### config.mk
export PLATFORM = sky130hd
export DESIGN_NAME = branch_resolver_flat
export DESIGN_NICKNAME = d
export VERILOG_FILES = /design/src/rtl/branch_resolver_pkg.sv /design/src/rtl/branch_resolver_if.sv /design/src/rtl/branch_resolver_sat_counter2.sv /design/src/rtl/branch_resolver.sv /design/src/flat_wrapper.sv
export SDC_FILE = /design/constraint.sdc
export NUM_CORES = 1
export LEC_CHECK = 0
export ABC_CLOCK_PERIOD_IN_PS = 5600
export CORE_UTILIZATION = 53
export CTS_CLUSTER_DIAMETER = 100
export DETAILED_ROUTE_END_ITERATION = 8
export GPL_TIMING_DRIVEN = 0
export PLACE_DENSITY = 0.86
export SLEW_MARGIN = 10
export SYNTH_ARGS = -nofsm -noshare
export SYNTH_HDL_FRONTEND = slang
export SYNTH_SLANG_ARGS = --single-unit
export TNS_END_PERCENT = 20
### constraint.sdc
create_clock -name clk -period 5.6 [get_ports clk]
set_input_delay 1.12 -clock clk [delete_from_list [all_inputs] [get_ports clk]]
set_output_delay 1.12 -clock clk [all_outputs]
set_load 0.01 [all_outputs]
### src/rtl/branch_resolver_pkg.sv
// Shared RV32I types for the branch resolver slice: machine word, the
// 2-bit PHT counter encoding and the saturating step function.
package rv32i_types;

    typedef logic [31:0] rv32i_word;

    typedef enum logic [1:0] {
        SNT = 2'b00,
        WNT = 2'b01,
        WT  = 2'b10,
        ST  = 2'b11
    } pht_state_t;

    localparam int PHT_IDX_WIDTH_DEFAULT = 4;

    // One saturating step of a 2-bit predictor counter.
    function automatic pht_state_t pht_step(input pht_state_t cur, input logic up);
        pht_state_t nxt;
        case (cur)
            SNT:     nxt = up ? WNT : SNT;
            WNT:     nxt = up ? WT  : SNT;
            WT:      nxt = up ? ST  : WNT;
            ST:      nxt = up ? ST  : WT;
            default: nxt = WNT;
        endcase
        return nxt;
    endfunction

endpackage

### src/rtl/branch_resolver_if.sv
// EX-stage resolution bus: everything the resolver needs about the branch
// currently in EX, as carried down the pipeline from fetch.
interface branch_resolver_if
    import rv32i_types::*;
#(
    parameter int PHT_IDX_WIDTH = PHT_IDX_WIDTH_DEFAULT
);

    logic                     ex_valid;
    logic                     ex_is_branch;
    logic [PHT_IDX_WIDTH-1:0] ex_pht_idx;
    logic                     ex_pht_prediction;
    logic                     ex_taken;
    rv32i_word                ex_pc_taken;
    rv32i_word                ex_pc_plus4;

    modport master (
        output ex_valid, ex_is_branch, ex_pht_idx, ex_pht_prediction,
               ex_taken, ex_pc_taken, ex_pc_plus4
    );

    modport slave (
        input  ex_valid, ex_is_branch, ex_pht_idx, ex_pht_prediction,
               ex_taken, ex_pc_taken, ex_pc_plus4
    );

endinterface

### src/rtl/branch_resolver_sat_counter2.sv
// One PHT entry: a 2-bit up/down saturating counter, reset to weakly
// not-taken.
module sat_counter2
    import rv32i_types::*;
(
    input  logic       clk,
    input  logic       rst_n,
    input  logic       en,
    input  logic       up,
    output pht_state_t state
);

    pht_state_t state_r;

    // Counter register: steps toward taken/not-taken when enabled.
    always_ff @(posedge clk or negedge rst_n) begin
        if (!rst_n) begin
            state_r <= WNT;
        end else if (en) begin
            state_r <= pht_step(state_r, up);
        end
    end

    assign state = state_r;

endmodule

### src/rtl/branch_resolver.sv
// Branch resolver: trains a bimodal PHT from EX outcomes, raises a one-cycle
// registered flush with the corrected PC on a mispredict, and keeps
// saturating branch / mispredict performance counters.
module branch_resolver
    import rv32i_types::*;
#(
    parameter int PHT_IDX_WIDTH = PHT_IDX_WIDTH_DEFAULT,
    parameter int CNT_WIDTH     = 32
)(
    input  logic                     clk,
    input  logic                     rst_n,
    input  logic [PHT_IDX_WIDTH-1:0] fetch_idx,
    output logic                     fetch_prediction,
    branch_resolver_if.slave         ex,
    output logic                     flush,
    output rv32i_word                redirect_pc,
    output logic [CNT_WIDTH-1:0]     branch_count,
    output logic [CNT_WIDTH-1:0]     mispredict_count
);

    localparam int ENTRIES = 2 ** PHT_IDX_WIDTH;
    localparam logic [CNT_WIDTH-1:0] CNT_MAX = {CNT_WIDTH{1'b1}};
    localparam logic [CNT_WIDTH-1:0] CNT_ONE = {{(CNT_WIDTH-1){1'b0}}, 1'b1};

    logic                 resolve_s;
    logic                 mispredict_s;
    logic [ENTRIES-1:0]   pht_en_s;
    logic [ENTRIES-1:0]   pht_msb_s;
    pht_state_t           pht_state_s [ENTRIES];

    logic                 flush_r;
    rv32i_word            redirect_r;
    rv32i_word            redirect_next_s;
    logic [CNT_WIDTH-1:0] branch_cnt_r;
    logic [CNT_WIDTH-1:0] branch_cnt_next_s;
    logic [CNT_WIDTH-1:0] mispred_cnt_r;
    logic [CNT_WIDTH-1:0] mispred_cnt_next_s;

    // While flushing, the EX slot holds a wrong-path instruction.
    assign resolve_s    = ex.ex_valid & ex.ex_is_branch & ~flush_r;
    // Judged against the prediction made at fetch, not the current table.
    assign mispredict_s = resolve_s & (ex.ex_taken != ex.ex_pht_prediction);

    for (genvar g = 0; g < ENTRIES; g++) begin : g_pht
        assign pht_en_s[g] = resolve_s & (ex.ex_pht_idx == PHT_IDX_WIDTH'(g));

        sat_counter2 u_cnt (
            .clk   (clk),
            .rst_n (rst_n),
            .en    (pht_en_s[g]),
            .up    (ex.ex_taken),
            .state (pht_state_s[g])
        );

        assign pht_msb_s[g] = pht_state_s[g][1];
    end

    // Stored value only: an update lands in the table on the edge and is
    // visible to fetch from the following cycle.
    assign fetch_prediction = pht_msb_s[fetch_idx];

    // Next-state for the redirect target and the saturating counters.
    always_comb begin
        redirect_next_s    = redirect_r;
        branch_cnt_next_s  = branch_cnt_r;
        mispred_cnt_next_s = mispred_cnt_r;
        if (mispredict_s) begin
            redirect_next_s = ex.ex_taken ? ex.ex_pc_taken : ex.ex_pc_plus4;
        end else begin
            redirect_next_s = redirect_r;
        end
        if (resolve_s && (branch_cnt_r != CNT_MAX)) begin
            branch_cnt_next_s = branch_cnt_r + CNT_ONE;
        end else begin
            branch_cnt_next_s = branch_cnt_r;
        end
        if (mispredict_s && (mispred_cnt_r != CNT_MAX)) begin
            mispred_cnt_next_s = mispred_cnt_r + CNT_ONE;
        end else begin
            mispred_cnt_next_s = mispred_cnt_r;
        end
    end

    // Flush/redirect and performance counter registers.
    always_ff @(posedge clk or negedge rst_n) begin
        if (!rst_n) begin
            flush_r       <= 1'b0;
            redirect_r    <= 32'h0000_0000;
            branch_cnt_r  <= {CNT_WIDTH{1'b0}};
            mispred_cnt_r <= {CNT_WIDTH{1'b0}};
        end else begin
            flush_r       <= mispredict_s;
            redirect_r    <= redirect_next_s;
            branch_cnt_r  <= branch_cnt_next_s;
            mispred_cnt_r <= mispred_cnt_next_s;
        end
    end

    assign flush            = flush_r;
    assign redirect_pc      = redirect_r;
    assign branch_count     = branch_cnt_r;
    assign mispredict_count = mispred_cnt_r;

endmodule

### src/flat_wrapper.sv
// flat-port wrapper written by rule: the top's interface ports become plain ports
module branch_resolver_flat import rv32i_types::*;
#(
    parameter int PHT_IDX_WIDTH = PHT_IDX_WIDTH_DEFAULT,
    parameter int CNT_WIDTH     = 32
)
  (clk, rst_n, fetch_idx, fetch_prediction, flush, redirect_pc, branch_count, mispredict_count, ex_ex_valid, ex_ex_is_branch, ex_ex_pht_idx, ex_ex_pht_prediction, ex_ex_taken, ex_ex_pc_taken, ex_ex_pc_plus4);
  branch_resolver_if #(.PHT_IDX_WIDTH(PHT_IDX_WIDTH)) ex_i ();
  input  logic clk;
  input  logic rst_n;
  input  logic [PHT_IDX_WIDTH-1:0] fetch_idx;
  output logic fetch_prediction;
  output logic flush;
  output rv32i_word redirect_pc;
  output logic [CNT_WIDTH-1:0] branch_count;
  output logic [CNT_WIDTH-1:0] mispredict_count;
  input wire logic [$bits(ex_i.ex_valid)-1:0] ex_ex_valid;
  input wire logic [$bits(ex_i.ex_is_branch)-1:0] ex_ex_is_branch;
  input wire logic [$bits(ex_i.ex_pht_idx)-1:0] ex_ex_pht_idx;
  input wire logic [$bits(ex_i.ex_pht_prediction)-1:0] ex_ex_pht_prediction;
  input wire logic [$bits(ex_i.ex_taken)-1:0] ex_ex_taken;
  input wire logic [$bits(ex_i.ex_pc_taken)-1:0] ex_ex_pc_taken;
  input wire logic [$bits(ex_i.ex_pc_plus4)-1:0] ex_ex_pc_plus4;
  assign ex_i.ex_valid = ex_ex_valid;
  assign ex_i.ex_is_branch = ex_ex_is_branch;
  assign ex_i.ex_pht_idx = ex_ex_pht_idx;
  assign ex_i.ex_pht_prediction = ex_ex_pht_prediction;
  assign ex_i.ex_taken = ex_ex_taken;
  assign ex_i.ex_pc_taken = ex_ex_pc_taken;
  assign ex_i.ex_pc_plus4 = ex_ex_pc_plus4;
  branch_resolver #(.PHT_IDX_WIDTH(PHT_IDX_WIDTH), .CNT_WIDTH(CNT_WIDTH)) u_core (.clk(clk), .rst_n(rst_n), .fetch_idx(fetch_idx), .fetch_prediction(fetch_prediction), .ex(ex_i), .flush(flush), .redirect_pc(redirect_pc), .branch_count(branch_count), .mispredict_count(mispredict_count));
endmodule
==> run metrics <==
CTS tree=yes; drt drc=0; post-layout min period=4.388 ns; hold path endpoint=u_core.mispredict_count[18]$_DFFE_PN0P_; Sink Count=around 130; core area=~12000 µm²; Hold Crit Start=u_core.mispredict_count[18]$_DFFE_PN0P_; layout net count=911; Worst-Skew Late Latency=between 0.4 and 0.5 ns; crit path from=fetch_idx[0]; I/O pin total=between 150 and 200; Post-synth ARST share=1.000; Data arrival, critical path=between 3 and 4 ns; syn_area_per_cell=roughly 10 µm²; num rows=40; Setup Slack @ Placement=1.197 ns; number of enable flip-flop cells after synthesis=0; clk_skew=around 0.0078 ns; diodes inserted=0; Mapped Area=approximately 6600 µm²; Critical Path RT=roughly 4.5 ns; RSZ-0062 raised after global routing=no; Worst VDD drop=between 200 and 250 µV; H-tree levels=4; count of state elements after synthesis=about 130; post-CTS setup repair buffer count=0; Power Density=305.0 nW/µm²; post-synthesis sequential area ratio=0.4940; Post-CTS Resized=0; ys flop type=dfrtp_1; Pre-antenna DRT Iters=6; vias in the first global route=approximately 6000; relative slew slack=0.4963; final WL=17.60 mm; Syn Nets=a little over 700; setup ws final=~1.2 ns; startpoint types=input pin; Synth warnings=0; Hold WC Path Type=flop to flop; CP Capture Type=output port; Reg2Reg Depth=6; die width=around 110 µm; Mapped Cells=around 640; first-pass GRT wire length=28.68 mm; die height=between 100 and 150 µm; leakage=3.758 nW; reg2reg setup slack=roughly 3.5 ns; via/cell ratio=between 5 and 6; Final ANT Viol Nets=0; post-synth cell types=56; reg-to-reg endpoint=u_core.branch_count[30]$_DFFE_PN0P_; Clock Tree Buf Depth=2; routed len/inst=approximately 17 µm; gpl congestion=roughly 0.83; via count=between 5000 and 6000; fmax=227.9 MHz; CP Class=input pin to output port; cts bufs inserted=17; hold_ws=between 0.4 and 0.5 ns; Initial Util=0.5451; Hold Path Stages=1; Overall Power=between 2 and 3 mW; Fin Setup TNS=0 ns; Final Setup Violations=0; status=complete, no violations; Total GRT Usage=0.2866; clock root buffer=clkbuf_16; die area=between 10000 and 15000 µm²; fin. max-slew vios=0; grt ovf=0; Area growth syn-to-layout=38.69%; CTS Hold Bufs=0; CP Max Fanout=4; worst slew pin tran=0.7555 ns; R2R Path Start=u_core.branch_count[0]$_DFFE_PN0P_; Fin. Hold Viols=0; dpl hpwl=about 13 mm; share of cells above drive strength 1=0.09716; largest net degree at the start of global routing=83; initial antenna violation count=0; Worst-path clk slew=around 0.050 ns; final worst-path cycle share=0.7835; Max Cap Violations=0; Initial DRC Count=approximately 500; buffers added on ports=174
[area by class of cell]
type	count	area, µm²
clock buffer	27	513.0
multi-input combinational	479	3198
sequential	129	3248
fill	797	2943
inverter	7	26.28
clock inverter	5	50.05
buffer	22	102.6
tap	168	210.2
timing repair buffer	175	1770
[kinds of logic after synthesis]
logic type	share of synthesized area
adders and majority gates	0.003805
muxes	0.07593
buffers and inverters	0.01960
and+or+nand+nor	0.2173
AOI/OAI and AO/OA	0.1134
xor gates and xnor gates	0.07593
DFF	0.4940
[Yosys cell counts (2+ instances only)]
| cell type | instances | area [µm²] |
|---|---|---|
| nand2b_1 | 3 | 18.77 |
| nand4_4 | 3 | 63.81 |
| a21oi_1 | 45 | 225.2 |
| buf_6 | 2 | 22.52 |
| buf_1 | 5 | 18.77 |
| nor4_1 | 7 | 43.79 |
| nand2_1 | 55 | 206.5 |
| and2_1 | 3 | 18.77 |
| nor4b_1 | 2 | 17.52 |
| nand3b_1 | 2 | 15.01 |
| a31oi_2 | 2 | 25.02 |
| xnor2_1 | 36 | 315.3 |
| a221o_1 | 8 | 80.08 |
| xor2_1 | 21 | 183.9 |
| a41oi_1 | 2 | 17.52 |
| mux2_2 | 5 | 56.30 |
| o21ai_0 | 44 | 220.2 |
| nand4_1 | 27 | 168.9 |
| a31oi_1 | 11 | 68.82 |
| nor2b_1 | 2 | 12.51 |
| and3_1 | 12 | 75.07 |
| nor4_4 | 4 | 85.08 |
| clkbuf_1 | 13 | 48.80 |
| dfstp_2 | 16 | 420.4 |
| inv_1 | 7 | 26.28 |
| nor3_1 | 11 | 55.05 |
| nand3_1 | 27 | 135.1 |
| ha_1 | 2 | 25.02 |
| a211oi_1 | 5 | 37.54 |
| or3_1 | 2 | 12.51 |
| dfrtp_1 | 113 | 2828 |
| nor4_2 | 2 | 25.02 |
| o21a_1 | 3 | 22.52 |
| nor3b_1 | 8 | 60.06 |
| nor2_1 | 69 | 259.0 |
| mux2i_1 | 33 | 330.3 |
| mux4_2 | 5 | 112.6 |
| nor3_4 | 2 | 32.53 |
[placed cells by master (no fill, tap or decap), types with 3 or more instances in the layout]
cell and instances:
clkbuf_1 18, a211oi_1 5, mux2i_1 33, nand4_1 27
and3_1 12, buf_1 5, nand4_4 3, nor3_1 11
clkbuf_16 17, nor3b_1 8, nand2b_1 3, a31oi_1 11
dfrtp_1 113, inv_1 7, a221o_1 8, a21oi_1 45
o21a_1 3, nor4_1 7, mux2_2 5, clkinv_2 4
nor2_1 69, dfstp_2 16, xor2_1 21, mux4_2 5
clkdlybuf4s50_1 173, nand3_1 27, clkbuf_8 5, nand2_1 55
xnor2_1 36, and2_1 3, o21ai_0 44, nor4_4 4
buf_6 3
[worst max-delay path: stages]
cell	delay (ns)
clkdlybuf4s50_1	0.63
mux4_2	0.55
mux4_2	0.48
clkdlybuf4s50_1	0.49
[worst max path at each step]
stage | to | slack, ns | cells after the start
CTS | fetch_prediction | 1.20 | 4
floorplan | fetch_prediction | 2.40 | 2
global route | fetch_prediction | 1.17 | 4
global placement | u_core.redirect_pc[21]$_DFFE_PN0P_ | -1.47 | 1
finish | fetch_prediction | 1.21 | 4
detailed placement | fetch_prediction | 1.20 | 4
[flip-flops by register name (all words and copies together) (netlist names)]
signal and count:
u_core.branch_count 32, u_core.flush 1, u_core.mispredict_count 32, u_core.redirect_pc 32
u_core.g_pht.u_cnt.state 32
[where the power goes]
part / internal [mW] / switching [mW]
combinational: 0.304 / 0.237
sequential: 1.06 / 0.128
clock: 0.667 / 0.389
[stage by stage]
step / util / std cells / area, µm²
after global placement: 0.7070 / 979 / 8527
after CTS: 0.7560 / 1012 / 9119
after floorplan: - / 637 / 6575
after detailed placement: 0.7093 / 980 / 8556
after global routing: 0.7560 / 1012 / 9119
final: 0.7560 / 1012 / 9119
[metal layers]
layer	vias up	wire, µm	GRT usage
met2	235	9102	0.5010
met3	44	1148	0.07492
met1	2884	6887	0.3298
met5	-	0	0
met4	0	462	0.1333
li1	2716	-	-
Note: power is estimated with default switching activity, not from simulation.
